==> src/rtl/seed_random_2_card_draw_if.sv <==
`default_nettype none
// ============================================================================
// Module   : seed_random_2_card_draw_if
// Purpose  : Control and card-output bundle between the seed_random_2 control
//            path / blackjack game logic (master) and the card-draw engine
//            (slave).
// Revision : 1.0 - initial release
// ============================================================================
interface seed_random_2_card_draw_if;
  logic        send_i;
  logic [15:0] seed_i;
  logic        seed_load_i;
  logic        new_deck_i;
  logic        card_valid_o;
  logic [5:0]  card_idx_o;
  logic [3:0]  card_rank_o;
  logic [1:0]  card_suit_o;
  logic [5:0]  cards_left_o;
  logic        deck_empty_o;
  logic        busy_o;
  logic        draw_err_o;

  // Draw engine side
  modport slave (
    input  send_i, seed_i, seed_load_i, new_deck_i,
    output card_valid_o, card_idx_o, card_rank_o, card_suit_o,
           cards_left_o, deck_empty_o, busy_o, draw_err_o
  );

  // Control / game-logic side
  modport master (
    output send_i, seed_i, seed_load_i, new_deck_i,
    input  card_valid_o, card_idx_o, card_rank_o, card_suit_o,
           cards_left_o, deck_empty_o, busy_o, draw_err_o
  );
endinterface
`default_nettype wire

==> src/rtl/seed_random_2_card_draw.sv <==
`default_nettype none
// ============================================================================
// Module   : seed_random_2_card_draw
// Purpose  : Draws one card without repetition from a 52-card deck on every
//            rising edge of the SEND state. A free-running Galois LFSR picks
//            a candidate; a used-card mask with linear probing skips cards
//            already dealt.
// Revision : 1.0 - initial release
// ============================================================================
module seed_random_2_card_draw #(
  parameter logic [15:0] SEED_RESET = 16'hACE1,
  parameter logic [15:0] LFSR_MASK  = 16'hB400
) (
  input  wire                        clk_cp_i,
  input  wire                        rst_cp_i,
  seed_random_2_card_draw_if.slave   bus
);

  localparam logic [5:0] C_DECK_SIZE = 6'd52;
  localparam logic [5:0] C_LAST_IDX  = 6'd51;

  typedef enum logic [1:0] {
    IDLE  = 2'd0,
    PROBE = 2'd1
  } state_t;

  state_t      state_q, state_d;
  logic [15:0] lfsr_q, lfsr_d;
  logic        send_q;
  logic [5:0]  cand_q, cand_d;
  logic [51:0] used_q, used_d;
  logic [5:0]  left_q, left_d;
  logic [5:0]  idx_q, idx_d;
  logic [3:0]  rank_q, rank_d;
  logic [1:0]  suit_q, suit_d;
  logic        valid_q, valid_d;
  logic        err_q, err_d;

  logic        rise_w;
  logic [5:0]  fold_w;
  logic [1:0]  suit_w;
  logic [3:0]  base_lo_w;
  logic [3:0]  rank_w;

  assign rise_w = bus.send_i & ~send_q;
  assign fold_w = (lfsr_q[5:0] >= C_DECK_SIZE) ? (lfsr_q[5:0] - C_DECK_SIZE)
                                               : lfsr_q[5:0];

  // Suit and rank of the current candidate. The rank difference is always
  // 0..12, so only the low nibble of the suit base (0,13,26,39) is needed.
  always_comb begin
    suit_w    = 2'd0;
    base_lo_w = 4'd0;
    if (cand_q >= 6'd39) begin
      suit_w    = 2'd3;
      base_lo_w = 4'd7;
    end else if (cand_q >= 6'd26) begin
      suit_w    = 2'd2;
      base_lo_w = 4'd10;
    end else if (cand_q >= 6'd13) begin
      suit_w    = 2'd1;
      base_lo_w = 4'd13;
    end
    rank_w = cand_q[3:0] - base_lo_w + 4'd1;
  end

  // LFSR next value: seed load overrides the step; a zero seed would lock up
  always_comb begin
    lfsr_d = (lfsr_q >> 1) ^ (lfsr_q[0] ? LFSR_MASK : 16'h0000);
    if (bus.seed_load_i) begin
      lfsr_d = (bus.seed_i == 16'h0000) ? SEED_RESET : bus.seed_i;
    end
  end

  // Draw FSM next-state and output logic; new deck wins over everything
  always_comb begin
    state_d = state_q;
    cand_d  = cand_q;
    used_d  = used_q;
    left_d  = left_q;
    idx_d   = idx_q;
    rank_d  = rank_q;
    suit_d  = suit_q;
    valid_d = 1'b0;
    err_d   = 1'b0;
    if (bus.new_deck_i) begin
      used_d  = '0;
      left_d  = C_DECK_SIZE;
      state_d = IDLE;
    end else begin
      case (state_q)
        IDLE: begin
          if (rise_w) begin
            if (left_q != 6'd0) begin
              cand_d  = fold_w;
              state_d = PROBE;
            end else begin
              err_d = 1'b1;
            end
          end
        end
        PROBE: begin
          if (used_q[cand_q]) begin
            cand_d = (cand_q == C_LAST_IDX) ? 6'd0 : cand_q + 6'd1;
          end else begin
            used_d[cand_q] = 1'b1;
            left_d         = left_q - 6'd1;
            idx_d          = cand_q;
            rank_d         = rank_w;
            suit_d         = suit_w;
            valid_d        = 1'b1;
            state_d        = IDLE;
          end
        end
        default: state_d = IDLE;
      endcase
    end
  end

  // State and datapath registers with asynchronous active-low reset
  always_ff @(posedge clk_cp_i or negedge rst_cp_i) begin
    if (!rst_cp_i) begin
      state_q <= IDLE;
      lfsr_q  <= SEED_RESET;
      send_q  <= 1'b0;
      cand_q  <= 6'd0;
      used_q  <= '0;
      left_q  <= C_DECK_SIZE;
      idx_q   <= 6'd0;
      rank_q  <= 4'd0;
      suit_q  <= 2'd0;
      valid_q <= 1'b0;
      err_q   <= 1'b0;
    end else begin
      state_q <= state_d;
      lfsr_q  <= lfsr_d;
      send_q  <= bus.send_i;
      cand_q  <= cand_d;
      used_q  <= used_d;
      left_q  <= left_d;
      idx_q   <= idx_d;
      rank_q  <= rank_d;
      suit_q  <= suit_d;
      valid_q <= valid_d;
      err_q   <= err_d;
    end
  end

  assign bus.card_valid_o = valid_q;
  assign bus.card_idx_o   = idx_q;
  assign bus.card_rank_o  = rank_q;
  assign bus.card_suit_o  = suit_q;
  assign bus.cards_left_o = left_q;
  assign bus.deck_empty_o = (left_q == 6'd0);
  assign bus.busy_o       = (state_q != IDLE);
  assign bus.draw_err_o   = err_q;

endmodule
`default_nettype wire

==> src/flat_wrapper.sv <==
// flat-port wrapper written by rule: the top's interface ports become plain ports
module seed_random_2_card_draw_flat 
#(
  parameter logic [15:0] SEED_RESET = 16'hACE1,
  parameter logic [15:0] LFSR_MASK  = 16'hB400
)
  (clk_cp_i, rst_cp_i, bus_send_i, bus_seed_i, bus_seed_load_i, bus_new_deck_i, bus_card_valid_o, bus_card_idx_o, bus_card_rank_o, bus_card_suit_o, bus_cards_left_o, bus_deck_empty_o, bus_busy_o, bus_draw_err_o);
  seed_random_2_card_draw_if bus_i ();
  input  wire clk_cp_i;
  input  wire rst_cp_i;
  input wire logic [$bits(bus_i.send_i)-1:0] bus_send_i;
  input wire logic [$bits(bus_i.seed_i)-1:0] bus_seed_i;
  input wire logic [$bits(bus_i.seed_load_i)-1:0] bus_seed_load_i;
  input wire logic [$bits(bus_i.new_deck_i)-1:0] bus_new_deck_i;
  output wire logic [$bits(bus_i.card_valid_o)-1:0] bus_card_valid_o;
  output wire logic [$bits(bus_i.card_idx_o)-1:0] bus_card_idx_o;
  output wire logic [$bits(bus_i.card_rank_o)-1:0] bus_card_rank_o;
  output wire logic [$bits(bus_i.card_suit_o)-1:0] bus_card_suit_o;
  output wire logic [$bits(bus_i.cards_left_o)-1:0] bus_cards_left_o;
  output wire logic [$bits(bus_i.deck_empty_o)-1:0] bus_deck_empty_o;
  output wire logic [$bits(bus_i.busy_o)-1:0] bus_busy_o;
  output wire logic [$bits(bus_i.draw_err_o)-1:0] bus_draw_err_o;
  assign bus_i.send_i = bus_send_i;
  assign bus_i.seed_i = bus_seed_i;
  assign bus_i.seed_load_i = bus_seed_load_i;
  assign bus_i.new_deck_i = bus_new_deck_i;
  assign bus_card_valid_o = bus_i.card_valid_o;
  assign bus_card_idx_o = bus_i.card_idx_o;
  assign bus_card_rank_o = bus_i.card_rank_o;
  assign bus_card_suit_o = bus_i.card_suit_o;
  assign bus_cards_left_o = bus_i.cards_left_o;
  assign bus_deck_empty_o = bus_i.deck_empty_o;
  assign bus_busy_o = bus_i.busy_o;
  assign bus_draw_err_o = bus_i.draw_err_o;
  seed_random_2_card_draw #(.SEED_RESET(SEED_RESET), .LFSR_MASK(LFSR_MASK)) u_core (.clk_cp_i(clk_cp_i), .rst_cp_i(rst_cp_i), .bus(bus_i));
endmodule
==> config.mk <==
export PLATFORM = sky130hd
export DESIGN_NAME = seed_random_2_card_draw_flat
export DESIGN_NICKNAME = d
export VERILOG_FILES = /design/src/rtl/seed_random_2_card_draw_if.sv /design/src/rtl/seed_random_2_card_draw.sv /design/src/flat_wrapper.sv
export SDC_FILE = /design/constraint.sdc
export NUM_CORES = 1
export LEC_CHECK = 0
export CORE_ASPECT_RATIO = 1.2
export CORE_UTILIZATION = 60
export CTS_BUF_LIST = sky130_fd_sc_hd__clkbuf_4
export DETAILED_ROUTE_END_ITERATION = 7
export PLACE_DENSITY = 0.88
export SYNTH_ARGS = -nofsm -noshare
export SYNTH_HDL_FRONTEND = slang
export SYNTH_SLANG_ARGS = --single-unit
==> constraint.sdc <==
create_clock -name clk_cp_i -period 6.83 [get_ports clk_cp_i]
set_clock_uncertainty 0.2 [all_clocks]
set_input_delay 0.683 -clock clk_cp_i [delete_from_list [all_inputs] [get_ports clk_cp_i]]
set_output_delay 0.683 -clock clk_cp_i [all_outputs]
set_load 0.005 [all_outputs]
# Yosys cells after proc, flatten, opt, wreduce, memory -nomap -nowiden
# Index checks and enable logic that the tools add are counted.
# W data, S select, Z words.
word_totals:
  ff_bits: 97
  output_inout_bits: 22
classes:
  n_reduce_logical: 12
  muxes: 37
  addsub: 5
  n_eq_ne: 9
  magnitude_cmp: 6
  n_bitwise: 6
ops:
  columns: ["operator", "count"]
  rows:
  - ["$mux W52", 3]
  - ["$or A52 B52 Y52", 1]
  - ["$mux W16", 3]
  - ["$mux W6", 8]
  - ["$logic_not A16 Y1", 1]
  - ["$xor A15 B16 Y16", 1]
  - ["$ge A6 B6 Y1 const B", 2]
  - ["$mux W2", 6]
  - ["$mux W4", 3]
  - ["$pmux W6 S2", 1]
  - ["$mux W1", 10]
  - ["$lt A6 B7 Y1 const B", 1]
  - ["$add A6 B1 Y6 const B", 1]
  - ["$bmux W1 S6", 1]
  - ["$demux W1 S6", 1]
  - ["$eq A6 B6 Y1 const B", 1]
  - ["$ge A6 B1 Y1 const B", 1]
  - ["$ge A6 B4 Y1 const B", 1]
  - ["$ge A6 B5 Y1 const B", 1]
  - ["$logic_not A6 Y1", 1]
  - ["$ne A2 B1 Y1 const B", 3]
  - ["$ne A3 B2 Y1 const B", 2]
  - ["$reduce_and A3 Y1", 2]
  - ["$reduce_bool A2 Y1", 3]
  - ["15 further kinds", 17]

# Longest topological paths before layout
depth:
  depth_word: 8
  ltp_mapped: 12

# Worst setup path before layout
# OpenSTA, ideal clock, no wires.
synth_path:
  kind: "register to register"
  start: "register u_core.cand_q[2]"
  end: "register u_core.rank_q[3], in the netlist u_core.bus.card_rank_o[3]"
  synth_period_minus_slack_ns: 2.909
  setup_ns: 0.127
  path_slack_ns: 3.921
  path_stages_with_launch: 12
  t_arrival_ns: 2.582
  path_cell_list: "dfrtp_1 buf_4 buf_2 buf_1 a31oi_1 o21ai_0 o31ai_1 and2_1 ha_1 fa_1 xor2_1 mux2_1"
synth_between:
  elab_chain_cells: 6
  word_cells_on_any_way: 12
  classes_between: "add/sub: 2; order compare: 3; mux: 5; bitwise: 1; reduce/logical: 1"
synth_lines:
  columns: ["item", "line_no", "text"]
  rows:
  - ["from (decl)", "seed_random_2_card_draw.sv:30", "logic [5:0] cand_q, cand_d;"]
  - ["from (signal assigned)", "seed_random_2_card_draw.sv:138", "cand_q <= cand_d;"]
  - ["$ge A6 B4 Y1", "seed_random_2_card_draw.sv:60", "end else if (cand_q >= 6'd13) begin"]
  - ["$mux W4", "seed_random_2_card_draw.sv:60", null]
  - ["$mux W4", "seed_random_2_card_draw.sv:57", "end else if (cand_q >= 6'd26) begin"]
  - ["$mux W4", "seed_random_2_card_draw.sv:54", "if (cand_q >= 6'd39) begin"]
  - ["$sub A4 B4 Y4", "seed_random_2_card_draw.sv:64", "rank_w = cand_q[3:0] - base_lo_w + 4'd1;"]
  - ["$add A4 B1 Y4", "seed_random_2_card_draw.sv:64", null]
  - ["to (signal assigned)", "seed_random_2_card_draw.sv:142", "rank_q <= rank_d;"]
  - ["to (decl)", "seed_random_2_card_draw.sv:34", "logic [3:0] rank_q, rank_d;"]
# Parallel ways exist; a longest one is shown, timed or not. The select of a mux whose other input is x is not followed.
# A chain may end at the register's enable or synchronous reset.

# Worst setup path after layout
layout_path:
  start: "register u_core.cand_q[1]"
  end: "register u_core.left_q[4], in the netlist u_core.bus.cards_left_o[4]"
layout_between:
  elab_chain_cells: 4
layout_lines:
  columns: ["item", "line_no", "text"]
  rows:
  - ["$bmux W1 S6", "seed_random_2_card_draw.sv:103", "if (used_q[cand_q]) begin"]
  - ["$mux W1 (not written as such)", "seed_random_2_card_draw.sv:103", null]
  - ["$ne A2 B2 Y1 (no source line)", null, null]
  - ["$reduce_and A2 Y1 (no source line)", null, null]
  - ["to (signal assigned)", "seed_random_2_card_draw.sv:140", "left_q <= left_d;"]
  - ["to (decl)", "seed_random_2_card_draw.sv:32", "logic [5:0] left_q, left_d;"]
# No other way between the ends. The select of a mux whose other input is x is not followed.

==> results.json <==
{
  "final_common_cell": "dfrtp_1",
  "synth_edf_count": 0,
  "ant_nets": 0,
  "cts_tree": "done",
  "timing.final.ws_setup_ns": 2.78,
  "cts_sinks": 96,
  "cellLeakagePower_nw": 2.31,
  "r2r-start": "u_core.cand_q[1]",
  "max_slew_margin": 0.351,
  "ys_warn_count": 0,
  "ctsLongestPathBuffers": 2,
  "syn_avg_cell_area_um2": 10.1,
  "yosys.area_share.simple": 0.149,
  "fin_util": 0.696,
  "synthFlopType": "dfrtp_1",
  "critical_path_required_ns": 7.01,
  "wl_per_cell_um": 18.4,
  "mostFrequentLayoutCells": "dfrtp_1, nor2_1, a31oi_1, clkdlybuf4s50_1",
  "path_max_fanout": 60,
  "power_frac_comb": 0.362,
  "instances_no_fill": 598,
  "clkTransAtPathRegs_ns": 0.14,
  "min_period_over_period": 0.593,
  "place_ws_ns": 2.92,
  "slew_viol_final": 0,
  "synth_area_um2": 4840,
  "power_mw": 1.74,
  "fill_cells": 585,
  "p_per_area_nw_per_um2": 322,
  "nets": 533,
  "cts-root-buf": "clkbuf_4",
  "dieArea_um2": 8420,
  "grt_overflow": 0,
  "r2r_slack_ns": 2.78,
  "initial_core_util": 0.624,
  "p_sw_frac": 0.389,
  "hold_ws_ns": 0.292,
  "syn_nets": 510,
  "busiest_layer": "met2",
  "status": "finished, violations left",
  "rows": 35,
  "finalSetupViolCount": 0,
  "placed_area_um2": 5220,
  "cts_resized": 0,
  "synth_top_area_frac": 0.440,
  "postSynthCellCount": 478,
  "dp_cells": 581,
  "post-route-cell-area_um2": 5400,
  "grt_max_degree": 73,
  "gr-usage-met1": 0.391,
  "synth-compound-area-share": 0.169,
  "switchingPower_mw": 0.676,
  "portBuffers": 42,
  "synth-seq-area-share": 0.500,
  "cts_buffers": 9,
  "cap_violations": 0,
  "end_kind": "flop",
  "fmax_mhz": 247,
  "place_hpwl_um": 7350,
  "drtIter0Drc": 464,
  "antennaDiodeCount": 0,
  "grtUsageTotal": 0.289,
  "grt_use_met2": 0.459,
  "area_growth_syn_to_layout_pct": 11.6,
  "ir_worst_vdd_mv": 0.249,
  "seq_power_share": 0.442,
  "startpoint_type": "flop",
  "hold_depth": 1,
  "dr.pass1.iters": 8,
  "timing.rr.end": "u_core.bus.cards_left_o[4]",
  "grt_pass1_vias": 3822,
  "via_per_inst": 6.42,
  "holdCritPathClass": "flop to flop",
  "r2r.worst_path.cells": 8,
  "internal-power_mw": 1.06,
  "yosysUniqueCellTypes": 57,
  "synth.area.top_cells": "dfrtp_1, dfstp_2, nor2_1, a31oi_1, mux2_2",
  "die_w_um": 84.0,
  "pin_count": 43,
  "ys_ff_latch": 96,
  "synth-xor-area-share": 0.0145,
  "min-delay-start": "u_core.lfsr_q[8]",
  "rsz0062_at_grt": "false",
  "grt_first_pass_wirelength_um": 19000,
  "synth_mux_area_frac": 0.0859,
  "h-tree-depth": 3,
  "die_y_um": 100,
  "grt_antenna_before_repair": 0,
  "yosys.area.top_type": "dfrtp_1",
  "clkLatencyLatePin_ns": 0.45,
  "min_period_ns": 4.05,
  "arrival_ns": 4.23,
  "async_flop_share": 1.00,
  "setup_tns_ns": 0,
  "pwr-share-clk": 0.196,
  "worst_pin_slew_ns": 0.966,
  "finalWeightedCongestion": 0.907,
  "drc": 2,
  "route.vias.total": 3842,
  "grt_use_met3": 0.0461,
  "core_area_um2": 7750,
  "drive_gt1_frac": 0.119,
  "min_to": "u_core.lfsr_q[7]",
  "synth_fa_ha_area_frac": 0.0300,
  "hold_viol": 0,
  "violations": "design-rule violations",
  "critPathKind": "flop to flop",
  "wl_um": 11000,
  "synth_top_family_by_area": "compound AO/OA/AOI/OAI gates"
}
==> synth_stat cells, types with 11 or more instances <==
| cell | count |
|---|---|
| o21ai_0 | 20 |
| a21oi_1 | 20 |
| clkbuf_1 | 16 |
| nand2_1 | 18 |
| dfrtp_1 | 85 |
| nor2_1 | 76 |
| mux2_2 | 12 |
| inv_1 | 15 |
| dfstp_2 | 11 |
| a31oi_1 | 40 |
| nor3_1 | 14 |
==> flip-flops by register name (all words and copies together), names as in the netlist <==
register                 cells
u_core.bus.card_valid_o      1
u_core.state_q               1
u_core.lfsr_q               16
u_core.bus.card_idx_o        6
u_core.bus.draw_err_o        1
u_core.used_q               52
u_core.bus.cards_left_o      6
u_core.send_q                1
u_core.cand_q                6
u_core.bus.card_rank_o       4
u_core.bus.card_suit_o       2
==> what timing repair did <==
| item | 4_1_cts | 5_1_grt |
|---|---|---|
| buffers inserted | 0 | 0 |
| endpoints found under the setup margin | 0 | 0 |
| hold buffers | 1 | 0 |
| endpoints found under the hold margin | 13 | 0 |
==> power groups by stage <==
stage / Clock, mW / Combinational (mW) / Sequential (mW)
floorplan: 0 / 0.470 / 0.697
CTS: 0.346 / 0.625 / 0.765
finish: 0.340 / 0.629 / 0.768
global route: 0.365 / 0.688 / 0.784
detailed placement: 0 / 0.620 / 0.777
global placement: 0 / 0.604 / 0.770
==> how the worst max path moves through the flow <==
stage	cells after the start	startpoint	end
after global placement	8	u_core.cand_q[1]	u_core.bus.cards_left_o[5]
after detailed placement	8	u_core.cand_q[2]	u_core.bus.cards_left_o[4]
final	8	u_core.cand_q[1]	u_core.bus.cards_left_o[4]
after global routing	8	u_core.cand_q[1]	u_core.used_q[40]
after floorplan	11	u_core.cand_q[2]	u_core.bus.card_rank_o[3]
after CTS	8	u_core.cand_q[2]	u_core.bus.cards_left_o[4]
==> critical path, cell delays in order (launching register included) <==
cell and delay, ns:
dfrtp_1 0.90, inv_1 0.45, a221oi_1 0.38, a211oi_1 0.09
or4_4 0.51, nor4_4 0.45, buf_4 0.60, nand4_1 0.19
a21o_1 0.21
==> routing by layer <==
metal	share of wire	up-vias	routed length, um
met3	0.049	28	536
met1	0.43	1896	4740
li1	-	1771	-
met4	0.029	0	316
met5	0	-	0
met2	0.49	147	5390
==> layout make-up <==
cell class / instances / area [um2] / share of cell area
Sequential cell: 96 / 2420 / 0.448
Multi-Input combinational cell: 329 / 2170 / 0.403
Timing Repair Buffer: 49 / 468 / 0.0867
Tap cell: 92 / 115 / 0.0213
Clock buffer: 11 / 82.6 / 0.0153
Clock inverter: 5 / 81.3 / 0.0151
Inverter: 16 / 60.1 / 0.0111
==> cells by family after synthesis <==
kind of cell / after synthesis
AOI/OAI and AO/OA: 125
and+or+nand+nor: 151
adders and majority gates: 11
xor gates and xnor gates: 8
DFF: 96
buffers and inverters: 53
muxes: 34
Power figures use the tool's default switching activity.
